`src/rtl/irrigation_scheduler.sv`:
```
// Multi-zone irrigation scheduler: round-robin grants one dry zone at a time from a shared
// water box, runs its valve for a bounded time, then enforces a cooldown before the next grant.
module irrigation_scheduler #(
  parameter int N_ZONES     = 4,
  parameter int RUN_CYCLES  = 16,
  parameter int COOL_CYCLES = 4
) (
  input  logic                       clk,
  input  logic                       rst_n,
  input  logic                       enable,
  input  logic                       air_umidity,
  input  logic                       temperature,
  input  logic [N_ZONES-1:0]         soil_umidity,
  input  logic [1:0]                 water_box,
  output logic [N_ZONES-1:0]         sprinkler,
  output logic [N_ZONES-1:0]         drip,
  output logic                       specific,
  output logic                       busy,
  output logic [$clog2(N_ZONES)-1:0] active_zone,
  output logic                       fault
);

  localparam int ZW      = $clog2(N_ZONES);
  localparam int CNT_MAX = (RUN_CYCLES > COOL_CYCLES) ? RUN_CYCLES : COOL_CYCLES;
  localparam int CW      = $clog2(CNT_MAX + 1);

  typedef enum logic [1:0] {
    S_IDLE,
    S_SELECT,
    S_RUN,
    S_COOL
  } state_e;

  state_e               state_q, state_d;
  logic [ZW-1:0]        rr_q, rr_d;
  logic [ZW-1:0]        zone_q, zone_d;
  logic                 meth_spr_q, meth_spr_d;
  logic [CW-1:0]        cnt_q, cnt_d;
  logic                 fault_q, fault_d;
  logic [N_ZONES-1:0]   spk_q, spk_d;
  logic [N_ZONES-1:0]   drip_q, drip_d;
  logic                 specific_q;

  logic                 w_empty, w_reduced, w_full;
  logic [N_ZONES-1:0]   dry;
  logic                 any_dry;
  logic                 pick_found;
  logic [ZW-1:0]        pick_zone;
  logic [ZW-1:0]        cand;
  int                   pick_idx;
  logic [ZW-1:0]        rr_after;
  logic [N_ZONES-1:0]   onehot;
  logic                 method_spr;
  logic                 run_stop;

  assign w_empty    = (water_box == 2'b00);
  assign w_reduced  = (water_box == 2'b10) || (water_box == 2'b01);
  assign w_full     = (water_box == 2'b11);
  assign dry        = ~soil_umidity;
  assign any_dry    = |dry;
  assign method_spr = ~air_umidity | (~temperature & w_reduced);
  assign rr_after   = (zone_q == ZW'(N_ZONES - 1)) ? '0 : zone_q + ZW'(1);
  assign run_stop   = soil_umidity[zone_q] | ~enable | w_empty;

  // Scan from the highest offset down so the dry zone closest to the pointer wins last.
  always_comb begin
    pick_found = 1'b0;
    pick_zone  = '0;
    pick_idx   = 0;
    cand       = '0;
    for (int i = N_ZONES - 1; i >= 0; i--) begin
      pick_idx = int'(rr_q) + i;
      if (pick_idx >= N_ZONES) pick_idx = pick_idx - N_ZONES;
      cand = ZW'(pick_idx);
      if (dry[cand]) begin
        pick_found = 1'b1;
        pick_zone  = cand;
      end
    end
  end

  always_comb begin
    onehot            = '0;
    onehot[pick_zone] = 1'b1;
  end

  // NOTE: every always_comb output gets a default first, so no path leaves a latch behind.
  always_comb begin
    state_d    = state_q;
    rr_d       = rr_q;
    zone_d     = zone_q;
    meth_spr_d = meth_spr_q;
    cnt_d      = cnt_q;
    fault_d    = fault_q;
    spk_d      = spk_q;
    drip_d     = drip_q;

    unique case (state_q)
      S_IDLE: begin
        if (w_full) fault_d = 1'b0;
        if (enable && !w_empty && any_dry && (!fault_q || w_full)) state_d = S_SELECT;
      end

      S_SELECT: begin
        if (enable && !w_empty && pick_found) begin
          zone_d     = pick_zone;
          meth_spr_d = method_spr;
          cnt_d      = CW'(RUN_CYCLES - 1);
          spk_d      = method_spr ? onehot : '0;
          drip_d     = method_spr ? '0 : onehot;
          state_d    = S_RUN;
        end else begin
          state_d = S_IDLE;
        end
      end

      S_RUN: begin
        if (run_stop || (cnt_q == '0)) begin
          state_d = S_COOL;
          spk_d   = '0;
          drip_d  = '0;
          rr_d    = rr_after;
          cnt_d   = CW'(COOL_CYCLES - 1);
          if (w_empty) fault_d = 1'b1;
        end else begin
          cnt_d = cnt_q - CW'(1);
        end
      end

      S_COOL: begin
        if (cnt_q == '0) state_d = S_IDLE;
        else             cnt_d   = cnt_q - CW'(1);
      end

      default: state_d = S_IDLE;
    endcase
  end

  // NOTE: state registers use non-blocking assignments so every flop samples pre-edge values.
  always_ff @(posedge clk) begin
    if (!rst_n) begin
      state_q    <= S_IDLE;
      rr_q       <= '0;
      zone_q     <= '0;
      meth_spr_q <= 1'b0;
      cnt_q      <= '0;
      fault_q    <= 1'b0;
      spk_q      <= '0;
      drip_q     <= '0;
      specific_q <= 1'b0;
    end else begin
      state_q    <= state_d;
      rr_q       <= rr_d;
      zone_q     <= zone_d;
      meth_spr_q <= meth_spr_d;
      cnt_q      <= cnt_d;
      fault_q    <= fault_d;
      spk_q      <= spk_d;
      drip_q     <= drip_d;
      specific_q <= air_umidity & ~temperature;
    end
  end

  assign sprinkler   = spk_q;
  assign drip        = drip_q;
  assign specific    = specific_q;
  assign busy        = (state_q != S_IDLE);
  assign active_zone = zone_q;
  assign fault       = fault_q;

endmodule
```
`config.mk`:
```
export PLATFORM = sky130hd
export DESIGN_NAME = irrigation_scheduler
export DESIGN_NICKNAME = d
export VERILOG_FILES = /design/src/rtl/irrigation_scheduler.sv
export SDC_FILE = /design/constraint.sdc
export NUM_CORES = 1
export LEC_CHECK = 0
export ABC_AREA = 1
export ABC_CLOCK_PERIOD_IN_PS = 3000
export CORE_ASPECT_RATIO = 1.75
export CORE_UTILIZATION = 55
export CTS_CLUSTER_SIZE = 12
export DETAILED_ROUTE_END_ITERATION = 7
export PLACE_DENSITY = 0.83
export SKIP_LAST_GASP = 1
export SYNTH_ARGS = -nofsm -noshare
export SYNTH_HDL_FRONTEND = slang
export SYNTH_SLANG_ARGS = --single-unit
```
`constraint.sdc`:
```
create_clock -name clk -period 3 [get_ports clk]
set_input_delay 0.3 -clock clk [delete_from_list [all_inputs] [get_ports clk]]
set_output_delay 0.3 -clock clk [all_outputs]
set_load 0.05 [all_outputs]
```
# --- Yosys cells after proc, flatten, opt, wreduce, memory -nomap -nowiden ---
# Cells that the tools add are included.
op_classes:
  n_reduce_logical: 24
  bitwise_logic: 9
  mux: 45
  mul: 0
  n_div: 0
  eq_ne: 14
  shift: 0
  magnitude_cmp: 11
  n_addsub: 9
ops:
  columns: ["operator", "n"]
  rows:
  - ["2-to-1 mux 2 bit", 13]
  - ["2-to-1 mux 4 bit", 5]
  - ["less-than comparator 2 x 3 -> 1 bit (second input constant)", 6]
  - ["case mux 4 bit (2 select lines)", 2]
  - ["2-to-1 mux 5 bit", 3]
  - ["case mux 5 bit (3 select lines)", 1]
  - ["inequality test 2 bit (second input constant)", 7]
  - ["2-to-1 mux 1 bit", 13]
  - ["binary-select mux 1 bit (select 2 bit)", 5]
  - ["equality test 2 bit (second input constant)", 5]
  - ["greater-or-equal comparator 3 bit (second input constant)", 3]
  - ["AND reduction 3 bit", 3]
  - ["case mux 2 bit (4 select lines)", 1]
  - ["subtractor 2 x 1 -> 2 bit (second input constant)", 4]
  - ["adder 2 x 2 -> 3 bit (second input constant)", 2]
  - ["nonzero test 2 bit", 3]
  - ["logical AND 1 bit", 5]
  - ["zero test 5 bit", 1]
  - ["subtractor 5 x 1 -> 5 bit (second input constant)", 1]
  - ["equality test 2 x 1 -> 1 bit (second input constant)", 2]
  - ["zero test 2 bit", 2]
  - ["NOT 4 bit", 1]
  - ["AND reduction 2 bit", 2]
  - ["AND reduction 4 bit", 1]
  - ["other kinds (13)", 21]
totals:
  memories: 0
  latch_bits: 0
  romBits: 0
  elab_cells: 120
  reg_bits: 21
  input_bits: 11
  out_inout_bits: 13
  mem_bits_rw: 0

# --- Longest topological paths before layout ---
depth:
  word_depth: 16
  mapped_depth: 11
  depth_no_buf: 11

# --- Worst setup path after synthesis ---
# OpenSTA, ideal clock, no wires.
synth_path:
  path_kind: "reg2reg"
  from: "reg zone_q[0] (netlist: active_zone[0])"
  to: "reg drip_q[0] (netlist: drip[0])"
  required_time_ns: 2.930
  path_slack_ns: 1.434
  setup_ns: 0.070
  arrival_ns: 1.496
  path_buffers: 0
  period_less_slack_ns: 1.566
  path_stages_with_launch: 7
  cell_sequence: "dfxtp_1 -> nand2_1 -> nand3_1 -> nand4_2 -> a21oi_2 -> nand2_1 -> a21oi_1"
synth_between:
  elab_chain_len: 7
synth_lines:
  columns: ["item", "line", "text"]
  rows:
  - ["from (decl)", "36", "logic [ZW-1:0] zone_q, zone_d;"]
  - ["from (signal assigned)", "154", "zone_q <= zone_d;"]
  - ["binary-select mux 1 bit (select 2 bit)", "63", "assign run_stop = soil_umidity[zone_q] | ~enable | w_empty;"]
  - ["2-to-1 mux 1 bit (implied by the code)", "63", null]
  - ["OR 1 bit (2 in a row)", "63", null]
  - ["logical OR 1 bit", "118", "if (run_stop || (cnt_q == '0)) begin"]
  - ["inequality test 2 bit (no source line)", null, null]
  - ["AND reduction 3 bit (no source line)", null, null]
  - ["to (signal assigned)", "159", "drip_q <= drip_d;"]
  - ["to (decl)", "41", "logic [N_ZONES-1:0] drip_q, drip_d;"]
# Every way passes these cells. The select of a mux whose other input is x is not followed.
# A chain may end at the register's enable or synchronous reset.

==> report_table.html <==
<table>
<tr><th>Metric</th><th>Value</th></tr>
<tr><th colspan="2">Status</th></tr>
<tr><td>Result of the run</td><td>finished, final reports clean</td></tr>
<tr><th colspan="2">Routing</th></tr>
<tr><td>DRT iter0 DRCs</td><td>57</td></tr>
<tr><td>Vias after detailed routing</td><td>1381</td></tr>
<tr><td>DR vias/cell</td><td>about 5.6</td></tr>
<tr><td>Iteration count of the initial detailed-routing pass</td><td>5</td></tr>
<tr><td>Antenna Nets Post-Route</td><td>0</td></tr>
<tr><td>Total wirelength of the detailed-routed design</td><td>between 3000 and 4000 microns</td></tr>
<tr><td>Routed length per placed instance</td><td>13.0 microns</td></tr>
<tr><td>DRC violation count after routing</td><td>0</td></tr>
<tr><th colspan="2">Clocking</th></tr>
<tr><td>Number of clock sinks seen by CTS</td><td>21</td></tr>
<tr><td>Number of cells upsized or downsized after cts</td><td>0</td></tr>
<tr><td>Source-to-sink clock delay at the later pin of the worst-skew pair</td><td>260 ps</td></tr>
<tr><td>TritonCTS Buffers</td><td>3</td></tr>
<tr><td>Clk Tree Root Cell</td><td>sky130_fd_sc_hd__clkbuf_8</td></tr>
<tr><td>Clock tree from TritonCTS</td><td>built</td></tr>
<tr><td>Number of levels in the clock H-tree</td><td>1</td></tr>
<tr><td>Hold buffers post-CTS</td><td>0</td></tr>
<tr><td>Buffers from clock root to sink, at most</td><td>2</td></tr>
<tr><td>CTS clk-pin slew, worst paths</td><td>70 ps</td></tr>
<tr><td>Postcts setup bufs</td><td>0</td></tr>
<tr><th colspan="2">Worst setup path</th></tr>
<tr><td>Critical Path, Cell by Cell</td><td>nor2_1 &gt; inv_1 &gt; clkdlybuf4s50_1</td></tr>
<tr><td>Type of the worst setup path</td><td>reg -&gt; out</td></tr>
<tr><td>CP endpoint kind</td><td>primary output</td></tr>
<tr><td>Biggest cell delay along the critical path</td><td>790 ps</td></tr>
<tr><td>Worst Path Arrival</td><td>1690 ps</td></tr>
<tr><td>Startpoint type of the worst setup path</td><td>register</td></tr>
<tr><td>Crit path required time</td><td>2700 ps</td></tr>
<tr><td>Peak fanout along the critical path</td><td>7</td></tr>
<tr><td>Slowest CP cell</td><td>sky130_fd_sc_hd__clkdlybuf4s50_1</td></tr>
<tr><th colspan="2">Place</th></tr>
<tr><td>IO buf count</td><td>23</td></tr>
<tr><td>Placement Setup Slack</td><td>828 ps</td></tr>
<tr><td>Final estimated routing congestion in global placement</td><td>around 0.82</td></tr>
<tr><td>DP Wirelength</td><td>2480 microns</td></tr>
<tr><th colspan="2">Logic synthesis</th></tr>
<tr><td>Cell types occupying the most area after synthesis</td><td>sky130_fd_sc_hd__dfxtp_1 (32%), sky130_fd_sc_hd__nand2_1 (13%), sky130_fd_sc_hd__inv_1 (8.0%)</td></tr>
<tr><td>Post-synth net total</td><td>211</td></tr>
<tr><td>Synthesis-stage register bit count</td><td>21</td></tr>
<tr><td>Number of enable-type register cells in the synthesized netlist</td><td>0</td></tr>
<tr><td>Post-synthesis cell type count</td><td>26</td></tr>
<tr><td>Post-synthesis average cell area</td><td>6.74 sq um</td></tr>
<tr><td>Sequential element share of the synthesized area</td><td>between 30% and 40%</td></tr>
<tr><td>Most frequently used cell type in the post-synthesis netlist</td><td>sky130_fd_sc_hd__nand2_1</td></tr>
<tr><td>Post-Syn Area</td><td>1320 sq um</td></tr>
<tr><td>Number of instances in the synthesized netlist</td><td>196</td></tr>
<tr><td>Dominant cell type by area after synthesis</td><td>sky130_fd_sc_hd__dfxtp_1</td></tr>
<tr><td>Proportion of register bits with asynchronous set or reset after synthesis</td><td>0%</td></tr>
<tr><td>Cell types with the highest counts after synthesis</td><td>sky130_fd_sc_hd__nand2_1 (45), sky130_fd_sc_hd__inv_1 (28), sky130_fd_sc_hd__dfxtp_1 (21)</td></tr>
<tr><td>Synth warn</td><td>0</td></tr>
<tr><td>Fraction of post-synthesis cell area in the top cell type by area</td><td>31.8%</td></tr>
<tr><td>Flip-flop cell with the highest count after synthesis</td><td>sky130_fd_sc_hd__dfxtp_1</td></tr>
<tr><th colspan="2">STA</th></tr>
<tr><td>Max-Slew Margin vs Limit</td><td>65.3%</td></tr>
<tr><td>Setup slack after layout</td><td>approximately 1000 ps</td></tr>
<tr><td>Tightest Pin Transition</td><td>519 ps</td></tr>
<tr><td>Setup TNS</td><td>0 ps</td></tr>
<tr><td>Highest achievable clock rate</td><td>0.502 GHz</td></tr>
<tr><td>Setup skew after layout</td><td>2.45 ps</td></tr>
<tr><td>Final cycle utilization of the critical path</td><td>roughly 66%</td></tr>
<tr><td>Time the final worst path needs with I/O delays and setup</td><td>1990 ps</td></tr>
<tr><td>Endpoints failing hold</td><td>0</td></tr>
<tr><td>Number of setup violations in the final report</td><td>0</td></tr>
<tr><td>Unrepaired setup endpoints after global routing</td><td>false</td></tr>
<tr><td>Final max-slew violation count</td><td>0</td></tr>
<tr><th colspan="2">Pwr</th></tr>
<tr><td>Portion of total power attributed to combinational logic</td><td>31.6%</td></tr>
<tr><td>Part of the total power dissipated in the clock network</td><td>25.2%</td></tr>
<tr><td>Switching power</td><td>~250 uW</td></tr>
<tr><td>Share of power burned in registers</td><td>~43%</td></tr>
<tr><td>LEAKAGE</td><td>approximately 0.72 nW</td></tr>
<tr><td>Design internal power</td><td>466 uW</td></tr>
<tr><td>Worst IR drop on VDD</td><td>~0.39 mV</td></tr>
<tr><td>Switching share of power</td><td>35.1%</td></tr>
<tr><td>Power per unit of standard cell area</td><td>446 nW/um^2</td></tr>
<tr><th colspan="2">Layout</th></tr>
<tr><td>Filler instances</td><td>200</td></tr>
<tr><td>Layout cells sized above 1</td><td>13.6%</td></tr>
<tr><td>Fin nets</td><td>237</td></tr>
<tr><td>Area added between synthesis and finish</td><td>22.1%</td></tr>
<tr><td>Diode insertion count for antenna repair</td><td>0</td></tr>
<tr><th colspan="2">GRT</th></tr>
<tr><td>Number of antenna violations at the first check in global routing</td><td>0</td></tr>
<tr><td>Number of global-route vias before repair</td><td>1276</td></tr>
<tr><td>GRT Total Usage</td><td>a little over a quarter</td></tr>
<tr><td>Global-route wire length before repair</td><td>5040 microns</td></tr>
<tr><td>Total congestion overflow after global routing</td><td>0</td></tr>
<tr><td>Pin count of the biggest net entering global routing</td><td>16</td></tr>
<tr><th colspan="2">Floorplan</th></tr>
<tr><td>Chip Width</td><td>around 39 microns</td></tr>
<tr><td>Boundary pin count</td><td>24</td></tr>
<tr><td>Height of the die</td><td>between 60 and 70 microns</td></tr>
<tr><td>Rows</td><td>23</td></tr>
<tr><td>Total die area</td><td>2610 sq um</td></tr>
<tr><td>Floorplan Core Area</td><td>2270 sq um</td></tr>
<tr><td>Initial core utilization</td><td>58.1%</td></tr>
<tr><th colspan="2">Flow run</th></tr>
<tr><td>Max-capacitance violation count</td><td>0</td></tr>
<tr><th colspan="2">Worst hold path</th></tr>
<tr><td>Class of the tightest hold or removal check</td><td>reg -&gt; reg</td></tr>
</table>
[state kept, by name (all words and copies together) (netlist names), named ones only]
name         count
drip             4
specific         1
sprinkler        4
rr_q             2
fault            1
state_q          1
cnt_q            5
active_zone      2
[kinds of logic after synthesis]
kind of cell,after synthesis,share of synthesized area (%)
AND/OR/NAND/NOR,99,36.6
adder cells (fa/ha/maj),4,3.79
buffers and inverters,34,10.8
flip-flops,21,31.8
AO/OA/AOI/OAI,38,17.0
[power by group through the flow]
stage / clock network [mW] / registers (mW) / logic [mW]
6_report: 0.181 / 0.311 / 0.227
5_1_grt: 0.196 / 0.312 / 0.251
4_1_cts: 0.186 / 0.310 / 0.225
3_5_place_dp: 0 / 0.316 / 0.223
3_3_place_gp: 0 / 0.315 / 0.215
2_1_floorplan: 0 / 0.325 / 0.154
[worst paths after layout]
| path | slack (ps) | from | endpoint | cells past startpoint |
|---|---|---|---|---|
| max reg2reg | 1210 | cnt_q[0] | drip[2] | 9 |
| min reg2reg | 470 | sprinkler[2] | sprinkler[2] | 2 |
| max | 1010 | register | busy | 3 |
| min | 470 | sprinkler[2] | sprinkler[2] | 2 |
[layout by cell type, fill, tap and decap left out]
master,netlist,final
sky130_fd_sc_hd__nand4_2,1,1
sky130_fd_sc_hd__nor2_2,3,3
sky130_fd_sc_hd__nor3_1,1,1
sky130_fd_sc_hd__a21oi_1,17,17
sky130_fd_sc_hd__ha_1,4,4
sky130_fd_sc_hd__inv_1,28,28
sky130_fd_sc_hd__nor2_1,13,13
sky130_fd_sc_hd__o21ai_1,1,1
sky130_fd_sc_hd__inv_2,3,3
sky130_fd_sc_hd__o21ai_0,13,13
sky130_fd_sc_hd__nand2_2,10,10
sky130_fd_sc_hd__a22oi_1,1,1
sky130_fd_sc_hd__nand2_4,3,3
sky130_fd_sc_hd__a31oi_1,1,1
sky130_fd_sc_hd__nand3_2,3,3
sky130_fd_sc_hd__nand3_1,18,18
sky130_fd_sc_hd__a21oi_4,2,2
sky130_fd_sc_hd__nand4_1,1,1
sky130_fd_sc_hd__clkdlybuf4s50_1,0,23
sky130_fd_sc_hd__nand2_1,45,45
sky130_fd_sc_hd__clkbuf_8,0,3
sky130_fd_sc_hd__clkbuf_1,1,1
sky130_fd_sc_hd__dfxtp_1,21,21
sky130_fd_sc_hd__and2_1,1,1
sky130_fd_sc_hd__a21oi_2,1,1
sky130_fd_sc_hd__a211oi_1,2,2
sky130_fd_sc_hd__inv_8,1,1
[worst max-delay path, delay by kind of cell, from the launching register on]
kind          cells  cell delay (ps)
buf+inv           2              860
flops             1              460
simple gates      1              110
[routing by layer]
metal  routed length [microns]  GRT usage [%]
met3                       123           2.67
met5                         0              0
met2                      1790           52.3
met1                      1160           25.8
met4                       114           15.5
[layout make-up]
class	instances	area (sq um)	area share, %
clock buffer	4	45.0	2.79
tap	25	31.3	1.94
timing repair buffer	23	230	14.3
multi-input combinational	141	758	47.0
sequential	21	420	26.1
inverter	32	128	7.91
[metrics by stage]
stage | power, mW | hold slack (ps) | instances | instance area (sq um) | utilization [%]
final | 0.719 | 469 | 246 | 1610 | 70.9
after global routing | 0.760 | 493 | 246 | 1610 | 70.9
after detailed placement | 0.540 | 462 | 242 | 1570 | 69.0
after global placement | 0.530 | 457 | 242 | 1570 | 69.0
after CTS | 0.722 | 472 | 246 | 1610 | 70.9
after floorplan | 0.479 | 379 | 196 | 1320 | -
No activity file was read; power rests on OpenSTA's default activity.
